**src/rtl/mul_pkg.sv**
```systemverilog
// Shared types and helpers for the iterative shift-add multiplier.
package mul_pkg;

  typedef enum logic [1:0] {
    IDLE = 2'd0,
    CALC = 2'd1,
    DONE = 2'd2
  } mul_state_e;

  // One extra bit so the step counter can also hold the value n itself.
  function automatic int cnt_width(input int n);
    return $clog2(n) + 1;
  endfunction

endpackage

```
**src/rtl/mul_cond_neg.sv**
```systemverilog
// Combinational conditional two's-complement negate of a W-bit value.
module mul_cond_neg #(
  parameter int W = 4
) (
  input  logic [W-1:0] val,
  input  logic         neg,
  output logic [W-1:0] res
);

  assign res = neg ? (~val + W'(1)) : val;

endmodule

```
**src/rtl/seq_multiplier.sv**
```systemverilog
// Iterative N-bit shift-add multiplier with valid/ready handshakes on both sides.
// Two's-complement mode is built only when SEQ_MUL_SIGNED_EN is defined.
module seq_multiplier
  import mul_pkg::*;
#(
  parameter int N = 4
) (
  input  logic           clk,
  input  logic           rst,
  input  logic           in_valid,
  output logic           in_ready,
  input  logic [N-1:0]   a,
  input  logic [N-1:0]   b,
  input  logic           signed_mode,
  output logic           out_valid,
  input  logic           out_ready,
  output logic [2*N-1:0] out
);

  localparam int CNT_W = cnt_width(N);
  localparam int W2    = 2 * N;

  mul_state_e       state_r;
  mul_state_e       state_next_s;
  logic [W2-1:0]    mcand_r;
  logic [N-1:0]     mplier_r;
  logic [W2-1:0]    acc_r;
  logic [CNT_W-1:0] count_r;
  logic             neg_r;
  logic             in_ready_r;
  logic             out_valid_r;
  logic [W2-1:0]    out_r;

  logic [N-1:0]     mag_a_s;
  logic [N-1:0]     mag_b_s;
  logic             neg_in_s;
  logic [W2-1:0]    addend_s;
  logic [W2-1:0]    acc_sum_s;
  logic [W2-1:0]    result_s;
  logic             accept_s;
  logic             last_step_s;

  assign in_ready  = in_ready_r;
  assign out_valid = out_valid_r;
  assign out       = out_r;

  assign accept_s    = in_valid && in_ready_r;
  assign last_step_s = (count_r == CNT_W'(N - 1));

`ifdef SEQ_MUL_SIGNED_EN
  // Magnitudes are N-bit unsigned, so the most negative operand maps exactly.
  mul_cond_neg #(.W(N)) u_neg_a (
    .val (a),
    .neg (signed_mode & a[N-1]),
    .res (mag_a_s)
  );

  mul_cond_neg #(.W(N)) u_neg_b (
    .val (b),
    .neg (signed_mode & b[N-1]),
    .res (mag_b_s)
  );

  mul_cond_neg #(.W(W2)) u_neg_out (
    .val (acc_sum_s),
    .neg (neg_r),
    .res (result_s)
  );

  assign neg_in_s = signed_mode & (a[N-1] ^ b[N-1]);
`else
  logic unused_s;

  assign mag_a_s  = a;
  assign mag_b_s  = b;
  assign neg_in_s = 1'b0;
  assign result_s = acc_sum_s;
  assign unused_s = signed_mode ^ neg_r;
`endif

  // Partial-product step and next-state selection.
  always_comb begin
    state_next_s = state_r;
    if (mplier_r[0]) begin
      addend_s = mcand_r << count_r;
    end else begin
      addend_s = {W2{1'b0}};
    end
    acc_sum_s = acc_r + addend_s;
    case (state_r)
      IDLE: begin
        if (accept_s) begin
          state_next_s = CALC;
        end else begin
          state_next_s = IDLE;
        end
      end
      CALC: begin
        if (last_step_s) begin
          state_next_s = DONE;
        end else begin
          state_next_s = CALC;
        end
      end
      DONE: begin
        if (out_ready) begin
          state_next_s = IDLE;
        end else begin
          state_next_s = DONE;
        end
      end
      default: state_next_s = IDLE;
    endcase
  end

  // State, handshake flags and datapath registers.
  always_ff @(posedge clk) begin
    if (rst) begin
      state_r     <= IDLE;
      in_ready_r  <= 1'b0;
      out_valid_r <= 1'b0;
      out_r       <= {W2{1'b0}};
      mcand_r     <= {W2{1'b0}};
      mplier_r    <= {N{1'b0}};
      acc_r       <= {W2{1'b0}};
      count_r     <= {CNT_W{1'b0}};
      neg_r       <= 1'b0;
    end else begin
      state_r     <= state_next_s;
      in_ready_r  <= (state_next_s == IDLE);
      out_valid_r <= (state_next_s == DONE);
      case (state_r)
        IDLE: begin
          if (accept_s) begin
            mcand_r  <= {{N{1'b0}}, mag_a_s};
            mplier_r <= mag_b_s;
            neg_r    <= neg_in_s;
            acc_r    <= {W2{1'b0}};
            count_r  <= {CNT_W{1'b0}};
          end
        end
        CALC: begin
          acc_r    <= acc_sum_s;
          mplier_r <= mplier_r >> 1;
          count_r  <= count_r + CNT_W'(1);
          if (last_step_s) begin
            out_r <= result_s;
          end
        end
        default: begin
        end
      endcase
    end
  end

endmodule

```
**config.mk**
```make
export PLATFORM = sky130hd
export DESIGN_NAME = seq_multiplier
export DESIGN_NICKNAME = d
export VERILOG_FILES = /design/src/rtl/mul_pkg.sv /design/src/rtl/mul_cond_neg.sv /design/src/rtl/seq_multiplier.sv
export SDC_FILE = /design/constraint.sdc
export NUM_CORES = 1
export LEC_CHECK = 0
export BUFFER_PORTS_ARGS = -buffer_cell sky130_fd_sc_hd__buf_4
export CORE_MARGIN = 2
export CORE_UTILIZATION = 35
export DETAILED_ROUTE_END_ITERATION = 12
export PLACE_DENSITY = 0.65
export RECOVER_POWER = 25
export SLEW_MARGIN = 20
export SYNTH_ARGS = -nofsm -noshare
export SYNTH_HDL_FRONTEND = slang
export SYNTH_SLANG_ARGS = --single-unit
```
**constraint.sdc**
```tcl
create_clock -name clk -period 2.35 [get_ports clk]
set_input_delay 0.47 -clock clk [delete_from_list [all_inputs] [get_ports clk]]
set_output_delay 0.47 -clock clk [all_outputs]
set_load 0.03 [all_outputs]
```
==> results.py <==
metrics = {
    "timing": {
        "finalClockSkew_ns": 0.00618,
        "setup_viol": 0,
        "hold_viol_final": 0,
        "drv_slew": 0,
        "relSlewSlack": 0.474,
        "worst_pin_slew_ns": 0.788,
        "fin_setup_tns_ns": 0,
        "post-route-period-util": 0.943,
        "fmax_mhz": 451,
        "period_needed_ns": 2.22,
        "rsz0062_at_grt": "no",
        "hold_ws_ns": 0.424,
    },
    "detailed_routing": {
        "vias": 1473,
        "ant_nets": 0,
        "vias_per_cell": 5.24,
        "drt-initial-drc-count": 47,
        "drt_drc_violations_left": 0,
        "drt_first_pass_iters": 4,
        "avgRoutedWirePerCell_um": 12.4,
        "wirelength_um": 3490,
    },
    "status": {
        "status": "finished, final reports clean",
    },
    "setup_path": {
        "r2r_setup_slack_ns": 0.13,
        "timing.rr.start": "count_r[0]$_SDFFE_PP0P_",
        "crit_required_ns": 2.53,
        "critPathArrivalTime_ns": 2.40,
        "endpoint_kind": "flop",
        "cp_max_fo": 6,
        "critPathBufInv": 1,
        "cpPeakStageDelay_ns": 0.43,
        "start_kind": "flop",
        "crit_path_cell_trace": "mux2i_2 -> nor3_1 -> buf_4 -> fa_1 -> a21oi_2 -> o211ai_1 -> a21oi_1 -> xnor2_1 -> a21o_1",
        "r2r_end": "out[6]$_SDFFE_PP0P_",
        "crit_family": "compound AO/OA/AOI/OAI gates",
        "slowest_stage": "fa_1",
        "crit_type": "reg2reg",
        "reg2reg_depth": 9,
    },
    "floorplanning": {
        "start_util": 0.369,
        "die_area_um2": 5240,
        "row_count": 24,
        "io_pins": 23,
        "coreArea_um2": 4440,
        "dieWidth_um": 72.4,
        "die_y_um": 72.4,
    },
    "power_and_ir_drop": {
        "peakVddDrop_mv": 0.324,
        "power_density_nw_per_um2": 554,
        "p_leak_nw": 0.765,
        "power_w": 0.00110,
    },
    "place": {
        "dp_hpwl_um": 2500,
        "portBuffers": 21,
        "place_congestion": 0.846,
        "dp_cells": 274,
    },
    "job": {
        "max-cap-violations": 0,
    },
    "clocking": {
        "ctsHoldBuffers": 0,
        "clkTransAtPathRegs_ns": 0.07,
        "clock_sink_count": 31,
        "clk_latency_ns": 0.29,
        "h-tree-depth": 2,
        "cts_buffers": 5,
        "clockRootBuffer": "clkbuf_8",
        "cts_tree": "done",
        "clock_path_buffers": 2,
    },
    "grt": {
        "grt_pass1_wl_um": 5710,
        "gr-usage-all-layers": 0.141,
        "grt.overflow.total": 0,
        "grt.met2_usage": 0.227,
        "grt_pass1_vias": 1281,
        "grt_max_degree": 36,
        "met1_usage": 0.177,
        "grt.busiest_layer": "met2",
        "grtUsageMet3": 0.0250,
        "antenna_found_initial": 0,
    },
    "synth": {
        "synth-seq-area-share": 0.379,
        "syn-mean-instance-area_um2": 8.19,
        "synth_area_um2": 1640,
        "synthFlopType": "dfxtp_1",
        "synth_nets": 223,
        "async_flop_share": 0,
        "synth_cell_types": 42,
        "yosysWarnings": 0,
        "syn_inst": 200,
        "synth-seq-cells": 31,
        "synth_edf_count": 0,
    },
    "finish": {
        "drive_gt1_frac": 0.197,
        "area_growth_pct": 20.9,
        "fin_util": 0.446,
        "nets": 252,
        "n_fill_cell": 450,
        "instances_no_fill": 281,
        "antenna_cells": 0,
    },
    "min_path": {
        "hold_depth": 3,
        "hold_path_end": "mplier_r[3]$_SDFFE_PP0P_",
        "hp-class": "in2reg",
        "hp-start": "b[3]",
    },
}
## metrics by stage
stage	setup slack, ns	instance area (um2)
after floorplan	0.110	1640
after global placement	0.0327	1900
after detailed placement	-0.00903	1900
after CTS	0.0548	2000
after global routing	0.0143	1980
final	0.134	1980
## worst min-delay path, stage by stage
cell	delay [ns]
buf_4	0.10
nand2_1	0.04
a21oi_1	0.05
## where the power goes
part	switching (W)	total, W	internal, W	leakage, nW
Clock	0.000196	0.000426	0.000229	0.0470
Sequential	0.0000129	0.000553	0.000540	0.253
Combinational	0.0000679	0.000118	0.0000503	0.465
Total	0.000277	0.00110	0.000819	0.765
## cells by family after synthesis
kind of cell | synth area share
buf+inv | 0.0397
mux | 0.0275
flops | 0.379
xor+xnor | 0.0367
compound gates | 0.193
fa+ha+maj | 0.0810
simple gates | 0.243
## metal layers
layer	vias up	share of wire	routed length [um]
met5	-	0	0
met2	27	0.47	1650
li1	756	-	-
met4	0	0.022	78
met1	683	0.47	1640
met3	7	0.034	117
## registers in the layout, summed over array words and instances, names as in the netlist
signal	cells
acc_r	8
out	8
mcand_r	4
mplier_r	4
count_r	3
state_r	2
in_ready	1
out_valid	1
## cell usage after synthesis, drive strengths merged (4+ instances only)
cell / n / area, um2
nand3: 9 / 45.0
nand2: 38 / 143
nor2: 15 / 56.3
a21oi: 26 / 130
clkbuf: 10 / 37.5
xnor2: 5 / 43.8
nand2b: 4 / 25.0
dfxtp: 31 / 621
ha: 9 / 113
## worst max path at each step
stage | startpoint | to | cells past startpoint
after floorplan | count_r[0]$_SDFFE_PP0P_ | acc_r[6]$_SDFFE_PP0P_ | 11
after global placement | count_r[1]$_SDFFE_PP0P_ | out[6]$_SDFFE_PP0P_ | 9
after detailed placement | count_r[0]$_SDFFE_PP0P_ | out[6]$_SDFFE_PP0P_ | 9
after CTS | count_r[0]$_SDFFE_PP0P_ | out[6]$_SDFFE_PP0P_ | 9
after global routing | count_r[0]$_SDFFE_PP0P_ | out[6]$_SDFFE_PP0P_ | 9
final | count_r[0]$_SDFFE_PP0P_ | out[6]$_SDFFE_PP0P_ | 9
## cells in the final DEF (no fill, tap or decap), drive strengths merged, types with 2 or more instances in the layout
master / n
a31oi: 2
nor2b: 2
o21ai: 2
ha: 9
nor4b: 2
buf: 24
nand3: 9
inv: 3
and2: 2
nand2b: 4
nand4b: 2
nor2: 15
mux2i: 3
a311oi: 3
o21a: 2
and3: 2
o31ai: 2
dfxtp: 31
nor3: 2
a211oi: 3
nand3b: 3
clkbuf: 16
xnor2: 5
nand2: 38
a21o: 3
a21oi: 26
o211ai: 2
## what timing repair did
action,4_1_cts,5_1_grt
endpoints found under the hold margin,0,0
endpoints found under the setup margin,2,9
buffers inserted,0,0
resized for setup,3,7
pin swaps,0,1
## area by class of cell
type | instances | area [um2] | area share
clock buffers | 6 | 82.6 | 0.0417
repair buffers | 34 | 218 | 0.110
multi-input cells | 154 | 971 | 0.490
flip-flops and latches | 31 | 628 | 0.317
inverters | 3 | 11.3 | 0.00569
well taps | 52 | 65.1 | 0.0328
clock inverters | 1 | 5.00 | 0.00253
(Power assumes the default switching activity.)
